File: config.mk
export PLATFORM = sky130hd
export DESIGN_NAME = fetch_unit
export DESIGN_NICKNAME = d
export VERILOG_FILES = /design/src/rtl/fetch_defs.sv /design/src/rtl/fetch_queue.sv /design/src/rtl/fetch_unit.sv
export SDC_FILE = /design/constraint.sdc
export NUM_CORES = 1
export LEC_CHECK = 0
export BUFFER_PORTS_ARGS = -buffer_cell sky130_fd_sc_hd__buf_2
export CAP_MARGIN = 0
export CORE_MARGIN = 2
export CORE_UTILIZATION = 40
export CTS_CLUSTER_DIAMETER = 60
export DETAILED_ROUTE_END_ITERATION = 8
export SKIP_CTS_REPAIR_TIMING = 1
export SLEW_MARGIN = 5
export SYNTH_ARGS = -nofsm -noshare
export SYNTH_HDL_FRONTEND = slang
export SYNTH_HIERARCHICAL = 1
export SYNTH_SLANG_ARGS = --single-unit
File: constraint.sdc
create_clock -name clk -period 9.8 [get_ports clk]
set_clock_uncertainty 0.05 [all_clocks]
set_input_delay 0.98 -clock clk [delete_from_list [all_inputs] [get_ports clk]]
set_output_delay 0.98 -clock clk [all_outputs]
set_load 0.005 [all_outputs]
File: src/rtl/fetch_defs.sv
// Shared constants and FSM state type for the instruction fetch stage.
package fetch_defs;

  localparam int DEFAULT_PC_W    = 33;
  localparam int DEFAULT_INSTR_W = 32;
  localparam logic [DEFAULT_PC_W-1:0] DEFAULT_RESET_PC = '0;
  localparam int PC_INCR         = 4;

  typedef enum logic [1:0] {
    S_IDLE,
    S_REQ,
    S_WAIT
  } fetch_state_e;

endpackage

File: src/rtl/fetch_queue.sv
// In-order instruction queue: synchronous FIFO with a flush that wins over push/pop.
module fetch_queue #(
  parameter  int WIDTH = 65,
  parameter  int DEPTH = 4,
  localparam int PTR_W = $clog2(DEPTH),
  localparam int CNT_W = $clog2(DEPTH) + 1
) (
  input  logic             clk,
  input  logic             rst_n,
  input  logic             push,
  input  logic [WIDTH-1:0] push_data,
  input  logic             pop,
  input  logic             flush,
  output logic [WIDTH-1:0] head_data,
  output logic [CNT_W-1:0] count,
  output logic             empty,
  output logic             full
);

  logic [WIDTH-1:0] mem [DEPTH];
  logic [PTR_W-1:0] wr_ptr;
  logic [PTR_W-1:0] rd_ptr;
  logic             do_push;
  logic             do_pop;

  assign empty   = (count == '0);
  assign full    = (count == CNT_W'(DEPTH));
  assign do_push = push && !full;
  assign do_pop  = pop && !empty;

  always_ff @(posedge clk or negedge rst_n) begin
    if (!rst_n) begin
      wr_ptr <= '0;
      rd_ptr <= '0;
      count  <= '0;
    end else if (flush) begin
      wr_ptr <= '0;
      rd_ptr <= '0;
      count  <= '0;
    end else begin
      if (do_push) wr_ptr <= wr_ptr + PTR_W'(1);
      if (do_pop)  rd_ptr <= rd_ptr + PTR_W'(1);
      case ({do_push, do_pop})
        2'b10:   count <= count + CNT_W'(1);
        2'b01:   count <= count - CNT_W'(1);
        default: count <= count;
      endcase
    end
  end

  // NOTE: storage is deliberately not reset; validity lives in count, and the
  // head is masked to zero while empty so nothing stale is ever visible.
  always_ff @(posedge clk) begin
    if (do_push && !flush) mem[wr_ptr] <= push_data;
  end

  assign head_data = empty ? '0 : mem[rd_ptr];

endmodule

File: src/rtl/fetch_unit.sv
// Instruction fetch stage: PC/request FSM, branch epoch tracking and the decode queue.
module fetch_unit
  import fetch_defs::*;
#(
  parameter int              PC_W     = DEFAULT_PC_W,
  parameter int              INSTR_W  = DEFAULT_INSTR_W,
  parameter int              DEPTH    = 4,
  parameter logic [PC_W-1:0] RESET_PC = PC_W'(DEFAULT_RESET_PC)
) (
  input  logic               clk,
  input  logic               rst_n,
  input  logic               branch_valid,
  input  logic [PC_W-1:0]    branch_address,
  output logic               icache_req,
  output logic [PC_W-1:0]    icache_addr,
  input  logic               icache_ready,
  input  logic               icache_rdata_valid,
  input  logic [INSTR_W-1:0] icache_rdata,
  output logic               deq_valid,
  input  logic               deq_ready,
  output logic [INSTR_W-1:0] deq_instr,
  output logic [PC_W-1:0]    deq_pc
);

  localparam int CNT_W = $clog2(DEPTH) + 1;

  fetch_state_e        state;
  logic [PC_W-1:0]     pc;
  logic [PC_W-1:0]     req_pc;
  logic                req_epoch;
  logic                epoch;
  logic [PC_W-1:0]     branch_target;
  logic                issue_ok;
  logic                resp_enq;
  logic [CNT_W-1:0]    q_count;
  logic                q_empty;
  logic                q_full;
  logic [INSTR_W+PC_W-1:0] q_head;

  assign branch_target = branch_address & ~PC_W'(3);
  assign issue_ok      = (int'(q_count) + 1 <= DEPTH) && !branch_valid;
  assign resp_enq      = (state == S_WAIT) && icache_rdata_valid &&
                         (req_epoch == epoch) && !branch_valid;
  assign icache_addr   = pc;

  always_ff @(posedge clk or negedge rst_n) begin
    if (!rst_n) begin
      state      <= S_IDLE;
      pc         <= RESET_PC;
      req_pc     <= '0;
      req_epoch  <= 1'b0;
      epoch      <= 1'b0;
      icache_req <= 1'b0;
    end else if (branch_valid) begin
      pc         <= branch_target;
      epoch      <= ~epoch;
      icache_req <= 1'b0;
      // Tag any in-flight request with the pre-branch epoch so it can never
      // match again, even after an even number of back-to-back branches.
      req_epoch  <= epoch;
      case (state)
        S_REQ: begin
          if (icache_ready) begin
            req_pc <= pc;
            state  <= S_WAIT;
          end else begin
            state  <= S_IDLE;
          end
        end
        S_WAIT:  if (icache_rdata_valid) state <= S_IDLE;
        default: state <= S_IDLE;
      endcase
    end else begin
      case (state)
        S_IDLE: begin
          if (issue_ok) begin
            icache_req <= 1'b1;
            state      <= S_REQ;
          end
        end
        S_REQ: begin
          if (icache_ready) begin
            req_pc     <= pc;
            req_epoch  <= epoch;
            pc         <= pc + PC_W'(PC_INCR);
            icache_req <= 1'b0;
            state      <= S_WAIT;
          end
        end
        S_WAIT:  if (icache_rdata_valid) state <= S_IDLE;
        default: state <= S_IDLE;
      endcase
    end
  end

  fetch_queue #(
    .WIDTH (INSTR_W + PC_W),
    .DEPTH (DEPTH)
  ) u_queue (
    .clk       (clk),
    .rst_n     (rst_n),
    .push      (resp_enq && !q_full),
    .push_data ({icache_rdata, req_pc}),
    .pop       (deq_valid && deq_ready),
    .flush     (branch_valid),
    .head_data (q_head),
    .count     (q_count),
    .empty     (q_empty),
    .full      (q_full)
  );

  assign deq_valid = !q_empty;
  assign deq_instr = q_head[INSTR_W+PC_W-1:PC_W];
  assign deq_pc    = q_head[PC_W-1:0];

endmodule

==> results of run 1 <==
## report_power, final
part	total [mW]	internal [mW]	switching, mW
Combinational	0.229	0.0944	0.134
Sequential	1.81	1.69	0.115
Clock	1.32	0.787	0.534
Total	3.36	2.57	0.783
## layout make-up
class                           count  area [µm²]  share of cell area
Clock buffer                       51        1060              0.0658
Inverter                           14        52.6             0.00326
Multi-Input combinational cell    470        3780               0.234
Timing Repair Buffer              172         878              0.0545
Tap cell                          448         561              0.0348
Sequential cell                   334        9670               0.600
Clock inverter                     17         120             0.00745
## final timing paths
| check | to | slack [ns] | cells after the start |
|---|---|---|---|
| setup reg to reg | u_queue/mem[2][0]$_DFFE_PP_ | 6.31 | 8 |
| hold reg to reg | epoch$_DFFE_PN0P_ | 0.46 | 1 |
| setup / recovery | u_queue/mem[2][0]$_DFFE_PP_ | 5.65 | 8 |
| hold / removal | epoch$_DFFE_PN0P_ | 0.46 | 1 |
| max in group asynchronous | u_queue/rd_ptr[1]$_DFFE_PN0P_ | 8.37 | 1 |
| min in group asynchronous | icache_addr[18]$_DFFE_PN0P_ | 0.58 | 1 |
## cell usage in the layout (no fill, tap or decap), types with 4 or more instances in the layout
cell and n:
edfxtp_1 260, buf_2 165, nand2_1 112, dfrtp_1 72, and2_1 67, mux4_2 65, clkbuf_16 39, nor2_1 33
o21ai_0 26, a31oi_1 18, nand3_1 17, or4_1 14, inv_1 13, o31ai_1 13, nand4_1 10, conb_1 10
xor2_1 9, ha_1 9, xnor2_1 8, clkbuf_1 8, buf_4 7, clkinv_2 6, and3_1 5, clkinv_1 5
or3_1 4, clkbuf_8 4, and2_4 4
## per-layer routing
layer  track usage  part of all wire  up-vias
met5             0                 0        -
met4        0.0453             0.019        0
met3        0.0295             0.056       42
met2         0.250              0.47      218
met1         0.224              0.46     3940
li1              -                 -     3592
## sequential cells by signal, summed over array words and instances (netlist names)
signal	cells
u_queue/rd_ptr	2
icache_req	1
u_queue/mem	260
state	2
u_queue/wr_ptr	2
req_epoch	1
epoch	1
icache_addr	31
req_pc	31
u_queue/count	3
## logic make-up (layout without fill, tap and decap cells)
family / after synthesis / in the layout / share of synthesized area
compound gates: 75 / 75 / 0.0344
buf+inv: 61 / 254 / 0.0272
flops: 334 / 334 / 0.702
simple gates: 289 / 289 / 0.107
fa+ha+maj: 10 / 10 / 0.00963
xor+xnor: 17 / 17 / 0.0108
mux: 69 / 69 / 0.109
other cells: 1 / 10 / 0.000272
## metrics by stage
step | std cells | worst slack, ns
final | 1506 | 5.65
after global routing | 1506 | 5.41
after CTS | 1506 | 5.59
after detailed placement | 1438 | 5.12
after global placement | 1438 | 5.20
after floorplan | 865 | 5.48
==> impl_metrics.yaml, run 1 <==
synthesis:
  synth_cells: 856
  synth_top_area_cell: "edfxtp_1"
  ys_top_cells_by_area: "edfxtp_1, dfrtp_1, mux4_2, and2_1, nand2_1"
  async_flop_share: 0.222
  ys.flop_type: "edfxtp_1"
  synth_common_cells: "edfxtp_1, nand2_1, dfrtp_1"
  yosysWarnings: 6
  avgSynthCellArea_um2: 16.1
  synth_top_area_share: 0.567
  synth_edf_count: 260
  yosys_register_bits: 334
  ys_seq_area_frac: 0.702
  synth_most_common_cell: "edfxtp_1"
  synthDistinctLibCells: 57
  synth_area_mm2: 0.0138
worst_setup_path:
  cp.required_ns: 9.87
  path_buf_inv: 3
  critical_path.cell_chain: "buf_2, buf_4, inv_2, nand4_1, nor2_1, o21ai_1, nor2_1, and2_4"
  critPathKind: "input port to flop"
  worst_setup_path_start_kind: "input port"
  crit_start: "branch_valid"
  arrival_ns: 4.22
  crit_slowest_cell: "and2_4"
  crit_top_cell: "nor2_1"
  worstPathMaxFanout: 65
  path_delay_family: "simple AND/OR/NAND/NOR gates"
  r2r-start: "u_queue/count[0]$_DFFE_PN0P_"
  max_stage_delay_ns: 0.93
  endpoint_kind: "flop"
place:
  dp_hpwl_um: 16300
  placed_area_mm2: 0.0149
  place.gp.congestion: 0.763
  port-buffer-count: 166
cts:
  worstSkewPairLatency_ns: 0.52
  cts_root_buf: "clkbuf_16"
  htreeDepth: 2
  clock_path_buffers: 3
  path_clk_slew_ns: 0.05
  cts_tree: "built"
  clock-sinks: 334
  cts-buffers-inserted: 38
route:
  routed_wl_um: 28100
  vias_per_cell: 5.17
  vias: 7792
  drt_first_pass_iters: 5
  drtIter0Drc: 473
  ant_nets: 0
  drc: 0
  wl_per_cell_um: 18.7
global_route:
  grt_pass1_vias: 7745
  globalRouteTotalUtil: 0.158
  grt_pass1_wl_um: 44000
  grt_max_degree: 75
  grt_overflow: 0
  antenna_found_initial: 1
timing:
  period_minus_slack_ns: 4.15
  worst_pin_slew_ns: 1.09
  hold_viol_final: 0
  fin_tns_setup_ns: 0
  finalSetupViolations: 0
  max_slew_margin: 0.272
  rsz0062_at_grt: "false"
  hold_ws_ns: 0.457
  maxSlewViolCount: 0
  fin_crit_sh: 0.424
  fmax_mhz: 241
floorplanning:
  die_x_um: 190
  die_h_um: 190
  design.core.area_mm2: 0.0337
  initial_core_util: 0.409
  std_cell_rows: 67
  io_pins: 171
  dieArea_mm2: 0.0359
final_layout:
  areaGrowthSynthToFinish_pct: 17.1
  layout-drive-gt1-share: 0.293
  fin_nets: 1111
  design_area_mm2: 0.0161
  diodes: 0
  n_fill_cell: 2961
  fin_util: 0.478
min_path:
  min_from: "epoch$_DFFE_PN0P_"
  holdCritPathClass: "flop to flop"
flow_run:
  max_cap_violations: 0
power:
  powerDensity_mw_per_mm2: 208
  ir_drop_uv: 106
  total_power_mw: 3.36
  power_leakage_nw: 5.95
run_status:
  status: "finished clean"
(Power assumes the default switching activity.)
==> run 2, diff against run 1 <==
- clock period: 9.8 -> 4.3 ns (I/O delays scaled with it)
==> run 2 against run 1 <==
Via count down 0.45%. Power up 130%. Flip-flop and latch count unchanged. Die area unchanged. Hold slack worse by 0.43 ns. Non-clock buffer count up 6. Clock-buffer cell count down 5. Global-route usage up 0.49 points. First-iteration DRC count up 8.0%. Critical path type is now flop to flop. Largest power group unchanged.
==> impl_metrics.yaml, run 2 (synthesized netlist as in run 1, its figures left out) <==
run_status:
  status: "finished clean"
final_layout:
  fin_nets: 1116
  layout-drive-gt1-share: 0.295
  layout_common_cells: "edfxtp_1, buf_2, nand2_1"
  n_fill_cell: 2968
  mostFrequentLayoutCell: "edfxtp_1"
  design_area_mm2: 0.0163
  largest_register: "u_queue/mem"
  diodes: 0
  areaGrowthSynthToFinish_pct: 18.1
  largest_register_ffs: 260
cts:
  clock_path_buffers: 3
  worstSkewPairLatency_ns: 0.52
  clock-sinks: 334
  cts-buffers-inserted: 37
  cts_root_buf: "clkbuf_16"
  cts_tree: "built"
  htreeDepth: 2
  path_clk_slew_ns: 0.06
worst_setup_path:
  arrival_ns: 3.41
  critical_path.cell_chain: "or2_2, nor2_1, inv_1, nand4_1, nor2_1, o21ai_1, nor2_1, and2_4, buf_12"
  r2r_setup_slack_ns: 1.03
  worstPathMaxFanout: 35
  path_delay_family: "simple AND/OR/NAND/NOR gates"
  critPathKind: "flop to flop"
  crit_slowest_cell: "nor2_1"
  cp.required_ns: 4.44
  max_stage_delay_ns: 0.57
  endpoint_kind: "flop"
  reg2regPathDepth: 9
  path_buf_inv: 2
  worstReg2RegEnd: "u_queue/mem[0][33]$_DFFE_PP_"
  worst_setup_path_start_kind: "flop"
  r2r-start: "u_queue/count[0]$_DFFE_PN0P_"
  crit_top_cell: "nor2_1"
power:
  intPower_mw: 6.01
  pwr-share-seq: 0.527
  ir_drop_uv: 221
  p_switching_mw: 1.79
  clkPwrFrac: 0.404
  combPwrFrac: 0.068
  total_power_mw: 7.79
  sw_frac_of_total: 0.230
  power_leakage_nw: 6.01
  powerDensity_mw_per_mm2: 480
floorplanning:
  initial_core_util: 0.409
  io_pins: 171
  std_cell_rows: 67
  die_x_um: 190
  design.core.area_mm2: 0.0337
  dieArea_mm2: 0.0359
  die_h_um: 190
route:
  drc: 0
  routed_wl_um: 28700
  ant_nets: 0
  drt_first_pass_iters: 4
  drtIter0Drc: 511
  vias_per_cell: 5.14
  vias: 7757
  wl_per_cell_um: 19.0
timing:
  rsz0062_at_grt: "false"
  hold_viol_final: 0
  maxSlewViolCount: 0
  period_minus_slack_ns: 3.27
  max_slew_margin: 0.301
  fin_crit_sh: 0.759
  hold_ws_ns: 0.0286
  finalSetupViolations: 0
  worst_pin_slew_ns: 1.05
  fin_tns_setup_ns: 0
  fmax_mhz: 306
global_route:
  grt_pass1_wl_um: 45500
  antenna_found_initial: 0
  globalRouteTotalUtil: 0.163
  grt_max_degree: 75
  grt_pass1_vias: 8020
  grt_overflow: 0
min_path:
  holdCritPathClass: "input port to async pin"
place:
  placed_area_mm2: 0.0150
  place.gp.congestion: 0.734
  port-buffer-count: 166
  dp_hpwl_um: 17300
flow_run:
  max_cap_violations: 0
run 2: cell types whose count changed in the layout (fill, tap and decap cells not counted), sizes merged:
| cell | before | now |
|---|---|---|
| bufinv | 1 | 5 |
| inv | 16 | 14 |
| clkbuf | 51 | 46 |
| clkinv | 12 | 13 |
| buf | 172 | 178 |
| clkinvlp | 2 | 1 |
run 2: power by group through the flow:
stage	clock, mW	combinational (mW)	sequential, mW
after detailed placement	0	0.536	4.18
after floorplan	0	0.352	4.08
after CTS	3.22	0.540	4.11
after global placement	0	0.522	4.16
after global routing	3.36	0.615	4.15
final	3.15	0.534	4.11
run 2: routing by layer:
layer | track usage | wire (µm) | up-vias
met4 | 0.0474 | 549 | 0
met5 | 0 | 0 | -
met2 | 0.257 | 13400 | 190
met1 | 0.234 | 13600 | 3913
met3 | 0.0280 | 1200 | 44
li1 | - | - | 3610
run 2: how the worst max path moves through the flow:
stage / start / endpoint / slack [ns] / cells after the start
global route: u_queue/count[0]$_DFFE_PN0P_ / u_queue/mem[0][64]$_DFFE_PP_ / 0.67 / 9
detailed placement: u_queue/count[0]$_DFFE_PN0P_ / u_queue/mem[0][43]$_DFFE_PP_ / 1.00 / 9
global placement: u_queue/count[0]$_DFFE_PN0P_ / u_queue/mem[1][40]$_DFFE_PP_ / 1.06 / 9
finish: u_queue/count[0]$_DFFE_PN0P_ / u_queue/mem[0][33]$_DFFE_PP_ / 1.03 / 9
floorplan: branch_valid / u_queue/mem[0][0]$_DFFE_PP_ / 0.53 / 8
CTS: u_queue/count[0]$_DFFE_PN0P_ / u_queue/mem[0][42]$_DFFE_PP_ / 0.98 / 9
run 2: area by class of cell:
class	instances	area (µm²)	area share
Inverter	14	52.6	0.00323
Multi-Input combinational cell	470	3780	0.232
Clock buffer	46	991	0.0610
Sequential cell	334	9670	0.595
Clock inverter	19	230	0.0142
Tap cell	448	561	0.0345
Timing Repair Buffer	178	973	0.0599
run 2: worst reg2reg max path, cell delays in order (launching register included):
cell	delay (ns)
dfrtp_1	0.51
or2_2	0.20
nor2_1	0.05
inv_1	0.05
nand4_1	0.09
nor2_1	0.57
o21ai_1	0.28
nor2_1	0.27
and2_4	0.54
buf_12	0.31
run 2: stage by stage:
| stage | util | std cells | setup WS (ns) |
|---|---|---|---|
| after floorplan | - | 865 | 0.528 |
| after global placement | 0.446 | 1444 | 1.06 |
| after detailed placement | 0.446 | 1444 | 1.00 |
| after CTS | 0.482 | 1509 | 0.981 |
| after global routing | 0.482 | 1509 | 0.670 |
| final | 0.482 | 1509 | 1.03 |
==> run 3, diff against run 2 <==
- clock period: 4.3 -> 3 ns (I/O delays scaled with it)
==> run 3 against run 2 <==
Final cell count is 4.1% higher. Sequential share of layout area decreased by 2.1 points. The run now ends with hold timing left. Power is 41% higher. Design area rose by 3.7%. Combinational power up 55%.
==> impl_metrics.yaml, run 3 (synthesized netlist as in run 1, its figures left out) <==
cts:
  worstSkewPairLatency_ns: 0.52
  cts_root_buf: "clkbuf_16"
  clock_path_buffers: 3
  cts-buffers-inserted: 38
  cts_tree: "built"
  htreeDepth: 2
  clock-sinks: 334
  path_clk_slew_ns: 0.06
timing:
  hold_viol_final: 3
  fmax_mhz: 373
  rsz0062_at_grt: "false"
  finalSetupViolations: 0
  max_slew_margin: 0.345
  fin_tns_setup_ns: 0
  hold_ws_ns: -0.00718
  worst_pin_slew_ns: 0.982
  period_minus_slack_ns: 2.68
  maxSlewViolCount: 0
  fin_crit_sh: 0.894
final_layout:
  fin_util: 0.500
  areaGrowthSynthToFinish_pct: 22.4
  largest_register_ffs: 260
  largest_register: "u_queue/mem"
  layout_common_cells: "edfxtp_1, buf_2, nand2_1"
  layout-drive-gt1-share: 0.289
  n_fill_cell: 2892
  diodes: 0
  mostFrequentLayoutCell: "edfxtp_1"
  fin_nets: 1175
worst_setup_path:
  worst_setup_path_start_kind: "flop"
  worstPathMaxFanout: 67
  reg2regPathDepth: 8
  arrival_ns: 3.06
  critPathKind: "flop to flop"
  endpoint_kind: "flop"
  cp.required_ns: 3.38
floorplanning:
  initial_core_util: 0.409
  std_cell_rows: 67
  die_h_um: 190
  dieArea_mm2: 0.0359
  die_x_um: 190
  io_pins: 171
  design.core.area_mm2: 0.0337
place:
  port-buffer-count: 166
  place.gp.congestion: 0.780
  dp_hpwl_um: 17600
global_route:
  grt_max_degree: 75
  antenna_found_initial: 0
  grt_pass1_vias: 8031
  grt_overflow: 0
  globalRouteTotalUtil: 0.163
  grt_pass1_wl_um: 45400
route:
  routed_wl_um: 29200
  drt_first_pass_iters: 5
  vias_per_cell: 5.10
  drtIter0Drc: 603
  wl_per_cell_um: 18.6
  drc: 0
  ant_nets: 0
  vias: 8017
run_status:
  status: "finished with violations"
  violations: "hold timing"
flow_run:
  max_cap_violations: 0
power:
  total_power_mw: 11.0
  powerDensity_mw_per_mm2: 654
  ir_drop_uv: 392
  power_leakage_nw: 6.26
min_path:
  min_path_cells: 3
  holdCritPathClass: "input port to flop"
## run 3: per-stage QoR
stage / area, µm² / cells / setup slack (ns) / hold WS, ns
detailed placement: 15200 / 1453 / 0.294 / 0.454
global route: 16900 / 1571 / 0.104 / 0.000749
finish: 16900 / 1571 / 0.319 / -0.00718
CTS: 16400 / 1522 / 0.268 / -0.0929
floorplan: 13800 / 865 / 0.0688 / -0.0456
global placement: 15200 / 1453 / 0.322 / 0.445
## run 3: worst max-delay path, stage by stage (launching register included)
cell	delay, ns
dfrtp_1	0.49
or3_2	0.50
buf_4	0.36
nand2_1	0.20
a21oi_1	0.07
fa_1	0.52
o311a_1	0.17
a21oi_1	0.06
nor3_1	0.17
## run 3: where the power goes
group	leakage, nW	internal (mW)	switching [mW]
sequential	3.25	5.52	0.369
combinational	2.43	0.366	0.464
clock	0.580	2.52	1.78
total	6.26	8.41	2.61
## run 3: path summary, 6_finish.rpt
check / slack, ns / start / to
min reg2reg: 0.46 / epoch$_DFFE_PN0P_ / epoch$_DFFE_PN0P_
min: -0.007 / branch_address[24] / icache_addr[24]$_DFFE_PN0P_
max: 0.32 / u_queue/count[0]$_DFFE_PN0P_ / u_queue/count[1]$_DFFE_PN0P_
max in group asynchronous: 1.72 / rst_n / u_queue/rd_ptr[0]$_DFFE_PN0P_
min in group asynchronous: 0.43 / rst_n / icache_addr[19]$_DFFE_PN0P_
max reg2reg: 0.32 / u_queue/count[0]$_DFFE_PN0P_ / u_queue/count[1]$_DFFE_PN0P_
## run 3: area by class of cell
type,instances,area [µm²],share of cell area
sequential,334,9670,0.574
multi-input combinational,470,3780,0.224
timing repair buffer,236,1620,0.0961
clock buffer,50,1030,0.0610
tap,448,561,0.0333
clock inverter,19,145,0.00861
inverter,14,52.6,0.00312
## run 3: per-layer routing
layer	GRT usage	up-vias	share of wire
met5	0	-	0
met4	0.0501	0	0.021
met3	0.0289	54	0.053
met2	0.256	239	0.47
met1	0.233	4001	0.46
li1	-	3723	-
